## config.mk

```make
export PLATFORM = sky130hd
export DESIGN_NAME = seq_adder_flat
export DESIGN_NICKNAME = d
export VERILOG_FILES = /design/src/rtl/seq_adder_pkg.sv /design/src/rtl/seq_adder_if.sv /design/src/rtl/seq_adder_chunk_adder.sv /design/src/rtl/seq_adder.sv /design/src/flat_wrapper.sv
export SDC_FILE = /design/constraint.sdc
export NUM_CORES = 1
export LEC_CHECK = 0
export CORE_UTILIZATION = 50
export CTS_BUF_LIST = sky130_fd_sc_hd__clkbuf_2
export CTS_CLUSTER_DIAMETER = 150
export DETAILED_ROUTE_END_ITERATION = 8
export GPL_TIMING_DRIVEN = 0
export HOLD_SLACK_MARGIN = 0.03
export PLACE_DENSITY = 0.9
export SYNTH_ARGS = -nofsm -noshare
export SYNTH_HDL_FRONTEND = slang
export SYNTH_HIERARCHICAL = 1
export SYNTH_SLANG_ARGS = --single-unit
```

## constraint.sdc

```tcl
create_clock -name clk -period 7.9 [get_ports clk]
set_input_delay 1.185 -clock clk [delete_from_list [all_inputs] [get_ports clk]]
set_output_delay 1.185 -clock clk [all_outputs]
set_load 0.1 [all_outputs]
```

## src/rtl/seq_adder_pkg.sv

```systemverilog
// Shared types and size helpers for the sequential adder/subtractor.
package seq_adder_pkg;

  typedef enum logic [1:0] {
    IDLE = 2'd0,
    RUN  = 2'd1,
    DONE = 2'd2
  } state_t;

  function automatic int calc_nchunk(input int width, input int chunk);
    return width / chunk;
  endfunction

  // A single-slice configuration still needs a one-bit index register.
  function automatic int calc_idx_w(input int nchunk);
    return (nchunk > 1) ? $clog2(nchunk) : 1;
  endfunction

endpackage

```

## src/rtl/seq_adder_if.sv

```systemverilog
// Operand/result handshake bundle for seq_adder.
interface seq_adder_if #(
  parameter int WIDTH = 16
) ();

  logic             in_valid;
  logic             in_ready;
  logic [WIDTH-1:0] a;
  logic [WIDTH-1:0] b;
  logic             sub;
  logic             cin;
  logic             out_valid;
  logic             out_ready;
  logic [WIDTH-1:0] sum;
  logic             cout;
  logic             ovf;

  modport master (
    output in_valid, a, b, sub, cin, out_ready,
    input  in_ready, out_valid, sum, cout, ovf
  );

  modport slave (
    input  in_valid, a, b, sub, cin, out_ready,
    output in_ready, out_valid, sum, cout, ovf
  );

endinterface

```

## src/rtl/seq_adder_chunk_adder.sv

```systemverilog
// Combinational CHUNK-bit ripple adder built from full-adder cells.
module chunk_adder
  import seq_adder_pkg::*;
#(
  parameter int CHUNK = 4
) (
  input  logic [CHUNK-1:0] x,
  input  logic [CHUNK-1:0] y,
  input  logic             ci,
  output logic [CHUNK-1:0] s,
  output logic             co
);

  logic [CHUNK:0] c;

  assign c[0] = ci;

  for (genvar i = 0; i < CHUNK; i++) begin : g_fa
    assign s[i]   = x[i] ^ y[i] ^ c[i];
    assign c[i+1] = (x[i] & y[i]) | (c[i] & (x[i] ^ y[i]));
  end

  assign co = c[CHUNK];

endmodule

```

## src/rtl/seq_adder.sv

```systemverilog
// Multi-cycle adder/subtractor: WIDTH-bit operands processed CHUNK bits per clock.
// Define SEQ_ADDER_SAT_EN to saturate the result on signed overflow.
module seq_adder
  import seq_adder_pkg::*;
#(
  parameter int WIDTH = 16,
  parameter int CHUNK = 4
) (
  input logic        clk,
  input logic        rst_n,
  seq_adder_if.slave bus
);

  localparam int NCHUNK = calc_nchunk(WIDTH, CHUNK);
  localparam int IDX_W  = calc_idx_w(NCHUNK);
  localparam logic [IDX_W-1:0] LAST_IDX = IDX_W'(NCHUNK - 1);

  state_t           state_r;
  state_t           state_nx;
  logic [WIDTH-1:0] a_r;
  logic [WIDTH-1:0] b_r;
  logic [WIDTH-1:0] sum_r;
  logic [WIDTH-1:0] sum_slice_s;
  logic [WIDTH-1:0] sum_nx;
  logic [IDX_W-1:0] idx_r;
  logic             carry_r;
  logic             cout_r;
  logic             ovf_r;
  logic             in_ready_r;
  logic             out_valid_r;
  logic [CHUNK-1:0] x_s;
  logic [CHUNK-1:0] y_s;
  logic [CHUNK-1:0] s_s;
  logic             co_s;
  logic             last_s;
  logic             ovf_s;

  assign last_s = (idx_r == LAST_IDX);
  // On the last slice s_s holds the result msb.
  assign ovf_s  = (a_r[WIDTH-1] == b_r[WIDTH-1]) && (s_s[CHUNK-1] != a_r[WIDTH-1]);

`ifdef SEQ_ADDER_SAT_EN
  function automatic logic [WIDTH-1:0] sat_value(input logic neg);
    return {neg, {(WIDTH-1){~neg}}};
  endfunction

  assign sum_nx = (last_s && ovf_s) ? sat_value(a_r[WIDTH-1]) : sum_slice_s;
`else
  assign sum_nx = sum_slice_s;
`endif

  // Select the active operand slice and merge the fresh slice into the result.
  always_comb begin
    x_s         = '0;
    y_s         = '0;
    sum_slice_s = sum_r;
    for (int k = 0; k < NCHUNK; k++) begin
      x_s = (idx_r == IDX_W'(k)) ? a_r[k*CHUNK +: CHUNK] : x_s;
      y_s = (idx_r == IDX_W'(k)) ? b_r[k*CHUNK +: CHUNK] : y_s;
      sum_slice_s[k*CHUNK +: CHUNK] = (idx_r == IDX_W'(k)) ? s_s : sum_r[k*CHUNK +: CHUNK];
    end
  end

  chunk_adder #(
    .CHUNK(CHUNK)
  ) u_chunk_adder (
    .x (x_s),
    .y (y_s),
    .ci(carry_r),
    .s (s_s),
    .co(co_s)
  );

  // Next-state decode.
  always_comb begin
    state_nx = state_r;
    case (state_r)
      IDLE:    state_nx = (bus.in_valid && in_ready_r) ? RUN : IDLE;
      RUN:     state_nx = last_s ? DONE : RUN;
      DONE:    state_nx = bus.out_ready ? IDLE : DONE;
      default: state_nx = IDLE;
    endcase
  end

  // State register.
  always_ff @(posedge clk or negedge rst_n) begin
    if (!rst_n) begin
      state_r <= IDLE;
    end else begin
      state_r <= state_nx;
    end
  end

  // Operand capture, per-slice accumulation and registered handshake outputs.
  always_ff @(posedge clk or negedge rst_n) begin
    if (!rst_n) begin
      a_r         <= '0;
      b_r         <= '0;
      sum_r       <= '0;
      idx_r       <= '0;
      carry_r     <= 1'b0;
      cout_r      <= 1'b0;
      ovf_r       <= 1'b0;
      in_ready_r  <= 1'b1;
      out_valid_r <= 1'b0;
    end else begin
      in_ready_r  <= (state_nx == IDLE);
      out_valid_r <= (state_nx == DONE);
      case (state_r)
        IDLE: begin
          idx_r <= '0;
          if (bus.in_valid && in_ready_r) begin
            a_r     <= bus.a;
            b_r     <= bus.sub ? ~bus.b : bus.b;
            carry_r <= bus.cin ^ bus.sub;
          end
        end
        RUN: begin
          sum_r   <= sum_nx;
          carry_r <= co_s;
          idx_r   <= last_s ? '0 : idx_r + IDX_W'(1);
          if (last_s) begin
            cout_r <= co_s;
            ovf_r  <= ovf_s;
          end
        end
        DONE: begin
          idx_r <= '0;
        end
        default: begin
          idx_r <= '0;
        end
      endcase
    end
  end

  assign bus.in_ready  = in_ready_r;
  assign bus.out_valid = out_valid_r;
  assign bus.sum       = sum_r;
  assign bus.cout      = cout_r;
  assign bus.ovf       = ovf_r;

endmodule

```

## src/flat_wrapper.sv

```systemverilog
// flat-port wrapper written by rule: the top's interface ports become plain ports
module seq_adder_flat import seq_adder_pkg::*;
#(
  parameter int WIDTH = 16,
  parameter int CHUNK = 4
)
  (clk, rst_n, bus_in_valid, bus_a, bus_b, bus_sub, bus_cin, bus_out_ready, bus_in_ready, bus_out_valid, bus_sum, bus_cout, bus_ovf);
  seq_adder_if #(.WIDTH(WIDTH)) bus_i ();
  input logic clk;
  input logic rst_n;
  input wire logic [$bits(bus_i.in_valid)-1:0] bus_in_valid;
  input wire logic [$bits(bus_i.a)-1:0] bus_a;
  input wire logic [$bits(bus_i.b)-1:0] bus_b;
  input wire logic [$bits(bus_i.sub)-1:0] bus_sub;
  input wire logic [$bits(bus_i.cin)-1:0] bus_cin;
  input wire logic [$bits(bus_i.out_ready)-1:0] bus_out_ready;
  output wire logic [$bits(bus_i.in_ready)-1:0] bus_in_ready;
  output wire logic [$bits(bus_i.out_valid)-1:0] bus_out_valid;
  output wire logic [$bits(bus_i.sum)-1:0] bus_sum;
  output wire logic [$bits(bus_i.cout)-1:0] bus_cout;
  output wire logic [$bits(bus_i.ovf)-1:0] bus_ovf;
  assign bus_i.in_valid = bus_in_valid;
  assign bus_i.a = bus_a;
  assign bus_i.b = bus_b;
  assign bus_i.sub = bus_sub;
  assign bus_i.cin = bus_cin;
  assign bus_i.out_ready = bus_out_ready;
  assign bus_in_ready = bus_i.in_ready;
  assign bus_out_valid = bus_i.out_valid;
  assign bus_sum = bus_i.sum;
  assign bus_cout = bus_i.cout;
  assign bus_ovf = bus_i.ovf;
  seq_adder #(.WIDTH(WIDTH), .CHUNK(CHUNK)) u_core (.clk(clk), .rst_n(rst_n), .bus(bus_i));
endmodule
```

==> results by group, run 1 <==
Place
  • RD Place Congestion: approximately 0.8
  • Placed inst area: 3350 µm²
  • Placed Instances: 356
  • Port bufs: between 50 and 60
  • HPWL after detailed placement: 4.04 mm

Route
  • Post-DR wirelength/cell: around 14 µm
  • Starting DRT DRC Count: 101
  • Routed wire length: 5.39 mm
  • Vias: 1921
  • DR DRC count: 0
  • Pre-antenna DRT Iters: 4
  • Routed Antenna Nets: 0
  • Drt via density: 5.16

Clock tree
  • Cts hold-fix bufs: 0
  • Worst-Skew Late Latency: 0.48 ns
  • CTS resizes: 0
  • Clock-pin slew on the worst setup and hold paths: 0.14 ns
  • CTS max path bufs: 2
  • Clock Tree Root: clkbuf_2
  • Post-CTS repair timing setup buffer count: 0
  • TritonCTS Buffers: 9
  • H-tree Lvls: 3
  • CTS Sinks: 57
  • TritonCTS clock tree: yes

Yosys
  • Largest area contributor in the netlist: dfrtp_1
  • Post-synth EDFFs: 0
  • Top-area cell type share of the netlist area: 52.1%
  • Ranking of synthesized cells by area: dfrtp_1 52%, mux2_2 13%, xnor2_1 5.2%
  • Seq cells post-synth: 57
  • Post-Syn Area: 2690 µm²
  • Primary FF master, synth: dfrtp_1
  • Post-synthesis net count: 275
  • Register area share after synthesis: about 53%
  • Most numerous cell in the Yosys netlist: dfrtp_1
  • Commonest cells in the netlist: 56 x dfrtp_1, 31 x mux2_2, 18 x a21oi_1, 18 x nor2_1
  • Syn_area_per_cell: 11.7 µm²
  • Synth Warn #: 6
  • Cell variety after synth: 31
  • Post-Syn Instances: 229
  • Async SR Flop Fraction: 100%

Worst setup path
  • WP data arrival: 4.29 ns
  • Cell mode on critical path: inv_1
  • CP Buf/Inv Count: 5
  • CP Launch Type: register
  • CP required: 8.25 ns
  • WS Path Type: reg2reg
  • Worst-path maximum fanout: 7
  • Max incr delay on CP: 0.57 ns
  • Critical path, cell by cell: inv_1, ha_1, nor2b_1, a221oi_1, o31ai_1, fa_1, inv_1, fa_1, inv_1, fa_1, inv_1, fa_1, inv_1, and3b_1, a21oi_1, o21ai_0
  • Slowest CP cell: nor2b_1
  • CP endpoint kind: register
  • Cell family with most CP delay: adder cells

Global route
  • Vias in the first global route: 1929
  • First-pass GRT wire length: 8.94 mm
  • GR Overflow Total: 0
  • Pin count of the biggest net entering global routing: 32
  • Initial antenna violation count: 0
  • Gr usage total: 22.0%

Timing
  • Finish-stage setup viols: 0
  • Max Clk Rate: approximately 250 MHz
  • Final period util: approximately 50%
  • Worst Tran Pin Value: 0.976 ns
  • Worst Skew: between 0.015 and 0.02 ns
  • Final slew viol count: 0
  • Final Hold Fails: 0
  • Post-layout min period: 3.94 ns
  • Relative slew slack: 34.7%
  • Post-route setup TNS: 0 ns
  • RSZ-0062 raised after global routing: no

Hold path
  • Hold Path Class: reg2reg

Finish
  • Layout cell share with drive strength beyond 1: slightly below 20%
  • Layout area overhead: 27.5%
  • Final cell count without fillers: between 300 and 400
  • Antenna cells: 0
  • Filler instances: 443
  • Final instance area: roughly 3400 µm²
  • # nets final: 343

Floorplanning
  • Die width: between 70 and 80 µm
  • Initial core utilization: 52.3%
  • Number of I/O pins: 58
  • Die Y: 75.4 µm
  • Core Area: 5140 µm²
  • Die Area: approximately 5700 µm²
  • Cell Rows: 26

Run
  • Max-cap violations: 0

Status
  • Status: completed
-- sequential cells by signal, indices dropped and copies added, names as in the netlist --
signal	flops
u_core/a_r	16
u_core/b_r	16
u_core/bus.cout	1
u_core/bus.in_ready	1
u_core/bus.out_valid	1
u_core/bus.ovf	1
u_core/bus.sum	16
u_core/carry_r	1
u_core/idx_r	2
u_core/state_r	2
-- worst register-to-register path: stages (launching register included) --
cell and delay, ns:
dfrtp_1 0.44, inv_1 0.10, ha_1 0.22, nor2b_1 0.57, a221oi_1 0.17, o31ai_1 0.42
fa_1 0.25, inv_1 0.05, fa_1 0.35, inv_1 0.07, fa_1 0.15, inv_1 0.05
fa_1 0.42, inv_1 0.17, and3b_1 0.20, a21oi_1 0.12, o21ai_0 0.09
-- layout by cell type, fill, tap and decap left out, types with 3 or more instances in the layout --
cell and n:
mux2_2 31, clkdlybuf4s50_1 55, ha_1 4, a221oi_1 7, nor2b_1 8, o31ai_1 7
a21oi_1 18, clkbuf_2 14, nor2_1 18, dfrtp_1 56, o21ai_0 3, buf_2 6
fa_1 4, inv_1 13, clkbuf_1 3, xnor2_1 16, nand2_1 16
-- path summary, 6_finish.rpt --
kind,start,endpoint,slack (ns),cells past startpoint
setup reg to reg,u_core/idx_r[0]$_DFF_PN0_,u_core/bus.ovf$_DFFE_PN0P_,3.96,16
hold / removal,u_core/a_r[12]$_DFFE_PN0P_,u_core/a_r[12]$_DFFE_PN0P_,0.50,1
max in group asynchronous,rst_n,u_core/bus.sum[14]$_DFFE_PN0P_,6.63,2
hold reg to reg,u_core/a_r[12]$_DFFE_PN0P_,u_core/a_r[12]$_DFFE_PN0P_,0.50,1
setup / recovery,u_core/idx_r[0]$_DFF_PN0_,u_core/bus.ovf$_DFFE_PN0P_,3.96,16
min in group asynchronous,rst_n,u_core/b_r[5]$_DFFE_PN0P_,0.70,1
-- cell type report --
cell class                 count  area [µm²]  share of cell area (%)
sequential                    57        1430                    41.6
multi-input combinational    147        1140                    33.2
timing repair buffer          57         576                    16.8
tap                           70        87.6                    2.55
buffer                        12        73.8                    2.15
clock buffer                  14        70.1                    2.04
inverter                      13        48.8                    1.42
clock inverter                 2        7.51                   0.219
-- layer usage --
layer / wire length (µm) / track usage (%) / share of wire, % / vias up
li1: - / - / - / 921
met1: 2350 / 27.9 / 44 / 928
met2: 2680 / 36.1 / 50 / 63
met5: 0 / 0 / 0 / -
met3: 275 / 6.75 / 5.1 / 9
met4: 74 / 7.41 / 1.4 / 0
-- cell families (layout without fill, tap and decap cells) --
family,after synthesis,after routing,share of synthesized area [%]
buf+inv,25,98,4.56
flops,57,57,53.1
simple gates,50,50,8.70
compound gates,39,39,9.49
fa+ha+maj,8,8,4.84
xor+xnor,17,17,5.53
mux,33,33,13.8
-- through the flow --
stage | hold slack, ns | utilization (%) | setup WS (ns)
floorplan | 0.456 | - | 4.63
global placement | 0.470 | 64.9 | 4.00
detailed placement | 0.476 | 65.2 | 3.93
CTS | 0.506 | 66.7 | 3.90
global route | 0.519 | 66.7 | 3.63
finish | 0.501 | 66.7 | 3.96
Power of run 1 is left out: the tool's default activity adds up to more than one toggle a clock period on the data nets, which glitch-free logic cannot reach.
==> run 2: changes to the inputs <==
CORE_UTILIZATION = 47   (was 50)
PLACE_DENSITY = 0.89   (was 0.9)
clock period = 3.43 ns   (was 7.9 ns; I/O delays follow)
==> run 2 against run 1 <==
  * Count of clock-buffer cells in the layout shrank 5
  * Register-to-register slack worse by 3.9 ns
  * Routed wire length is 11% higher
  * Cell count is 1.1% higher
  * Fmax up 18%
  * Setup slack lost 3.9 ns
==> results by group, run 2 (same netlist as run 1, synthesis figures left out) <==
Route
  • Pre-antenna DRT Iters: 5
  • Routed wire length: 5.96 mm
  • Drt via density: about 5.3
  • Vias: 2004
  • Post-DR wirelength/cell: 15.8 µm
  • Starting DRT DRC Count: 147
  • Routed Antenna Nets: 0
  • DR DRC count: 0

Floorplanning
  • Die Y: 77.7 µm
  • Initial core utilization: 48.9%
  • Number of I/O pins: 58
  • Cell Rows: 27
  • Core Area: 5510 µm²
  • Die width: between 70 and 80 µm
  • Die Area: 6030 µm²

Worst setup path
  • FF-to-FF path depth: 15
  • Slowest CP cell: dfrtp_2
  • WP data arrival: around 3.7 ns
  • Worst-path maximum fanout: 5
  • WS Path Type: reg2reg
  • Max incr delay on CP: 0.48 ns
  • CP required: 3.81 ns
  • CP endpoint kind: register
  • Cell mode on critical path: inv_2
  • CP Launch Type: register
  • Critical path, cell by cell: inv_2, ha_2, nor2b_4, a221oi_2, o31ai_2, fa_2, inv_2, fa_2, inv_1, fa_1, inv_1, fa_1, inv_2, buf_4, mux2_2

Timing
  • Max Clk Rate: 299 MHz
  • RSZ-0062 raised after global routing: yes
  • Worst Skew: about 0.017 ns
  • Final slew viol count: 0
  • Final Hold Fails: 0
  • Worst Tran Pin Value: a little under 1 ns
  • Post-layout min period: 3.35 ns
  • Setup slack after layout: 0.0844 ns
  • Finish-stage setup viols: 0
  • Final period util: 97.5%
  • Relative slew slack: a little over a third

Hold path
  • Hold Path Class: in2async

Clock tree
  • CTS max path bufs: 2
  • Worst-Skew Late Latency: roughly 0.5 ns
  • H-tree Lvls: 3
  • TritonCTS Buffers: 9
  • CTS Sinks: 57
  • Cts hold-fix bufs: 0
  • Clock-pin slew on the worst setup and hold paths: 0.16 ns
  • TritonCTS clock tree: yes
  • Clock Tree Root: clkbuf_2

Global route
  • Vias in the first global route: 2080
  • Pin count of the biggest net entering global routing: 36
  • Gr usage total: 21.5%
  • GR Overflow Total: 0
  • Initial antenna violation count: 0
  • First-pass GRT wire length: 9.83 mm

Finish
  • Fin util: 65.1%
  • Layout cell share with drive strength beyond 1: 25.3%
  • Antenna cells: 0
  • # nets final: approximately 350
  • Layout area overhead: 33.3%
  • Most frequent cells in the layout: 55 x clkdlybuf4s50_1, 55 x dfrtp_1, 31 x mux2_2
  • Final cell count without fillers: about 380

Place
  • HPWL after detailed placement: 4.15 mm
  • Worst slack, placed: -0.641 ns
  • Port bufs: between 50 and 60
  • Placed Instances: 358
  • RD Place Congestion: 0.826

Status
  • Status: completed

Run
  • Max-cap violations: 0
[run 2: path summary, 6_finish.rpt]
path	from	endpoint	slack [ns]
hold reg to reg	u_core/a_r[11]$_DFFE_PN0P_	u_core/a_r[11]$_DFFE_PN0P_	0.52
hold / removal	rst_n	u_core/a_r[11]$_DFFE_PN0P_	0.09
max in group asynchronous	rst_n	u_core/idx_r[0]$_DFF_PN0_	2.73
setup reg to reg	u_core/idx_r[0]$_DFF_PN0_	u_core/bus.sum[11]$_DFFE_PN0P_	0.08
min in group clk	bus_sub	u_core/b_r[15]$_DFFE_PN0P_	0.48
setup / recovery	u_core/idx_r[0]$_DFF_PN0_	u_core/bus.sum[11]$_DFFE_PN0P_	0.08
[run 2: timing repair]
item                                    4_1_cts  5_1_grt
pin swaps                                     0        5
endpoints found under the setup margin       11        5
gates resized for setup                      13       20
cloned                                        0        0
setup buffers                                 3        0
[run 2: area by class of cell]
class,instances,area (µm²)
inverters,13,48.8
clock inverters,6,50.0
well taps,72,90.1
plain buffers,12,92.6
flip-flops and latches,57,1430
fillers,409,1920
clock buffers,9,45.0
multi-input cells,147,1230
repair buffers,60,606
[run 2: stage by stage]
step	hold WS (ns)	setup TNS (ns)	cell area (µm²)
CTS	0.113	0	3520
global route	0.134	-0.173	3590
finish	0.0914	0	3590
global placement	0.469	-1.41	3340
detailed placement	0.477	-3.39	3360
floorplan	0.219	0	2690
[run 2: critical path, delay by kind of cell (launching register included)]
family,cells,cell delay (ns)
AO/OA/AOI/OAI,2,0.36
adder cells (fa/ha/maj),5,1.44
buffers and inverters,6,0.45
flip-flops,1,0.48
multiplexers,1,0.26
AND/OR/NAND/NOR,1,0.26
[run 2: routing by layer]
layer  GRT usage [%]  part of all wire, %  wire [µm]  vias up
met5               0                    0          0        -
met4            9.81                  2.4        141        0
met3            4.35                  5.7        340       17
met2            36.5                   51       3030       91
met1            26.3                   41       2440      972
li1                -                    -          -      924
Power of run 2 is left out for the same reason.
==> RTL change 1: new RTL, settings of run 2 <==
Add a define of `SEQ_ADDER_SAT_EN`.
--- a/src/rtl/seq_adder.sv
+++ b/src/rtl/seq_adder.sv
@@ -2,2 +2,4 @@
 // Define SEQ_ADDER_SAT_EN to saturate the result on signed overflow.
+`define SEQ_ADDER_SAT_EN
+
 module seq_adder
Formal check against the unedited RTL: not equivalent (Yosys sat finds a counterexample within 10 cycles, from zero or initial values and one cycle with rst_n low).
==> RTL change 1 against run 2 <==
- sequential cell count stayed put
- setup slack got worse by 0.74 ns
- worst hold slack gained 0.36 ns
- largest cell class is now multi-input gates
- the run now ends with setup timing left
- wire length increased by 15%
- die area rose by 2.3%
- synthesized area rose by 2.3%
- design area is 9.2% higher
Power is not shown: default switching activity piles up to over one toggle a cycle in this logic, so the estimate is an artifact.
==> RTL change 1: results (changes against run 2) <==
Worst setup path
  • Reg2Reg Depth: 17 (+2)
  • Capturing point of the worst reg2reg path: u_core/bus.sum[9]
  • Crit-path max FO: 10 (+5)
  • Critical path arrival: 4.46 ns (+0.73 ns)

Global route
  • Grt total ovfl: 0 (unchanged)
  • All-Layer GR Usage: 0.239 (+0.0233)
  • Largest net degree at the start of global routing: 43 (+19%)
  • First-pass GRT wire length: 10900 µm (+10%)
  • Initial antenna violation count: 0 (unchanged)
  • Vias in the first global route: 2263 (+8.8%)

Synthesis
  • Top post-synthesis cells by count: dfrtp_1, mux2_2, nor2_1, a21oi_1, nand2_1
  • Mapped Area: 0.00275 mm² (+2.3%)
  • Net count after synthesis: 289 (+5.1%)
  • Primary FF master, synth: dfrtp_1
  • Synth top area cells: dfrtp_1, mux2_2, xnor2_1
  • Synth warn: 6 (unchanged)
  • Post-synthesis cell type count: 29 (-6.5%)
  • Seq/Total Area, Yosys: 0.519 (-0.0121)

STA
  • Worst relative slew slack: 0.340 (-0.0151)
  • Final setup margin: -0.659 ns (-0.744 ns)
  • Clock Skews: 0.0237 ns (+0.00634 ns)
  • # setup viols final: 16 (+16)

Outcome
  • Status: complete, but fails checks
  • Failing checks: setup timing

Routing
  • TritonRoute pass-1 iters: 4 (-1)
  • Initial DRC count: 140 (-4.8%)
  • DRT Wirelength: 6870 µm (+15%)
  • Routed vias/inst: 5.34 (+0.28%)

Layout
  • Final Net Count: 375 (+8.4%)
  • Layout cells sized above 1: 0.323 (+0.0701)

Clock network
  • Clk root buf: clkbuf_2

Placed design
  • IO Port Bufs: 56 (unchanged)
  • Dpl hpwl: 4290 µm (+3.5%)
  • Routability congestion estimate: 0.833 (+0.80%)

Hold path
  • Hold crit path type: input pin to flop
-- RTL change 1: cell types whose count changed in the layout (fill, tap and decap cells not counted), sizes merged, moves of 2 or more --
cell | run 2 | this run
a211oi | 2 | 0
nand2 | 16 | 18
nand3b | 1 | 4
nor2 | 18 | 22
buf | 17 | 28
a21o | 0 | 4
o21ai | 3 | 6
a21oi | 18 | 20
clkbuf | 9 | 14
-- RTL change 1: critical path, cell delays in order (launching register included) --
cell	delay, ns
dfrtp_2	0.50
ha_4	0.20
buf_4	0.18
buf_4	0.19
nand2_1	0.12
o31ai_4	0.10
fa_2	0.37
inv_2	0.06
fa_2	0.18
inv_2	0.04
fa_2	0.33
inv_2	0.07
fa_1	0.44
inv_2	0.12
or3b_4	0.40
a21oi_4	0.22
a21o_4	0.16
mux2_2	0.33
-- RTL change 1: routing by layer --
layer | wire, µm | global-route usage | vias up
li1 | - | - | 1009
met1 | 2800 | 0.275 | 1063
met3 | 354 | 0.0581 | 19
met5 | 0 | 0 | -
met4 | 195 | 0.150 | 0
met2 | 3520 | 0.396 | 79
-- RTL change 1: area by class of cell --
class,instances,area (µm²)
fill,369,1660
inverter,12,47.5
sequential,57,1430
multi-input combinational,162,1440
timing repair buffer,75,721
clock inverter,5,46.3
clock buffer,11,55.1
tap,72,90.1
buffer,12,92.6
-- RTL change 1: timing repair --
item | CTS | global route
hold buffers | 1 | 0
resized for setup | 22 | 18
endpoints found under the hold margin | 15 | 0
setup endpoints to repair | 16 | 17
pin swaps | 8 | 6
setup buffers | 12 | 6
cloned | 0 | 0
-- RTL change 1: kinds of logic (layout without fill, tap and decap cells) --
group                      after synthesis  in the layout  share of synthesized area
AOI/OAI and AO/OA                       46             46                      0.108
and+or+nand+nor                         59             59                      0.105
DFF                                     57             57                      0.519
xor gates and xnor gates                17             17                     0.0541
buffers and inverters                   24            115                     0.0364
adders and majority gates                8              8                     0.0473
muxes                                   32             32                      0.131
-- RTL change 1: per-stage QoR --
step	instance area [µm²]	TNS (ns)	hold slack [ns]	instances	setup WS [ns]
2_1_floorplan	2830	-3.83	0.219	243	-0.327
3_3_place_gp	3480	-9.26	0.469	371	-0.656
3_5_place_dp	3500	-10.39	0.454	372	-0.729
4_1_cts	3790	-7.70	0.408	401	-0.556
5_1_grt	3920	-11.95	0.407	406	-0.781
6_report	3920	-9.68	0.447	406	-0.659
==> RTL change 2: new RTL, settings of run 2 <==
Made on the original files. Encoding of `state_t`: now one-hot (3 bits for 3 states).
--- a/src/rtl/seq_adder_pkg.sv
+++ b/src/rtl/seq_adder_pkg.sv
@@ -3,6 +3,6 @@
 
-  typedef enum logic [1:0] {
-    IDLE = 2'd0,
-    RUN  = 2'd1,
-    DONE = 2'd2
+  typedef enum logic [2:0] {
+    IDLE = 3'b001,
+    RUN  = 3'b010,
+    DONE = 3'b100
   } state_t;
Behaviour: same outputs for any inputs over 10 cycles, from zero or initial values and one cycle with rst_n low; not proved beyond that.
==> RTL change 2 against run 2 <==
- non-clock buffer count shrank 2
- utilization is 0.074 points lower
- sequential share of layout area shrank 0.19 points
- via count shrank 3.4%
- setup slack improved by 0.039 ns
- sequential cell count is 1 higher
- wire length down 2.1%
- synthesized area up 5.3%
- design area increased by 2.3%
- worst hold slack better by 0.42 ns
- critical endpoint is now u_core/bus.ovf
- largest cell class unchanged
- highest routed layer unchanged
==> RTL change 2: results (changes against run 2) <==
Outcome
  • Status: completed

Synthesis
  • Net count after synthesis: 276 (+0.36%)
  • Top post-synthesis cells by count: dfrtp_1, mux2_2, inv_1, a21oi_1, xor2_1
  • Seq/Total Area, Yosys: 0.513 (-0.0172)
  • Flops & latches, synth: 58 (+1.8%)

Global route
  • Largest net degree at the start of global routing: 40 (+11%)
  • First-pass GRT wire length: 9690 µm (-1.3%)
  • Vias in the first global route: 2008 (-3.5%)
  • M2 GR Usage: 0.345 (-0.0202)
  • GR Layer Usage met3: 0.0377 (-0.00582)

STA
  • Clock Skews: 0.0229 ns (+0.00560 ns)
  • Measured slew at the worst slew-check pin: 0.983 ns (+0.0190 ns)
  • Post-layout min period: 3.31 ns (-0.0385 ns)

Clock network
  • Skew-Pair Late Insertion Delay: 0.47 ns (-0.03 ns)

Layout
  • Clock buf count: 11 (+2)
  • Nonclk buf count: 70 (-2.8%)
  • Data buffer area share: 0.187 (-0.00785)
  • Final Net Count: 345 (-0.29%)
  • Clk cell area share: 0.0269 (+0.000417)
  • Logic inverters: 21 (+8)
  • #MultiIn Comb: 139 (-5.4%)
  • Multi-input combinational area share: 0.344 (+0.00208)
  • Reg area: 0.00146 mm² (+1.8%)

Worst setup path
  • Critical path arrival: 3.68 ns (-0.05 ns)
  • Reg2reg start: u_core/idx_r[1]
  • Reg2Reg Depth: 14 (-1)
  • Crit-path max FO: 10 (+5)

Routing
  • Initial DRC count: 76 (-48%)
  • Met2 routed WL: 2900 µm (-4.4%)
  • Met3 wire length: 234 µm (-31%)

Placed design
  • Dpl ws: -0.451 ns (+0.190 ns)
  • Dpl hpwl: 4310 µm (+3.9%)
  • Dpl cell area: 0.00350 mm² (+4.0%)
  • Routability congestion estimate: 0.796 (-3.7%)

Hold path
  • Hold crit path type: flop to flop
## RTL change 2: metrics by stage
stage	power (mW)	utilization
2_1_floorplan	2.30	-
3_3_place_gp	2.65	0.617
3_5_place_dp	2.74	0.620
4_1_cts	3.17	0.645
5_1_grt	3.45	0.651
6_report	3.24	0.651
## RTL change 2: what timing repair did
action / 4_1_cts / 5_1_grt
endpoints found under the hold margin: 19 / 0
hold buffers: 1 / 0
endpoints found under the setup margin: 6 / 1
gates resized for setup: 12 / 7
buffers inserted: 1 / 4
pin swaps: 0 / 1
## RTL change 2: cells by family (layout without fill, tap and decap cells)
kind of cell,after synthesis,in the layout,share of synthesized area
and+or+nand+nor,23,23,0.0477
xor gates and xnor gates,17,17,0.0526
buffers and inverters,33,106,0.0526
DFF,58,58,0.513
AOI/OAI and AO/OA,41,41,0.0906
muxes,50,50,0.197
adders and majority gates,8,8,0.0460
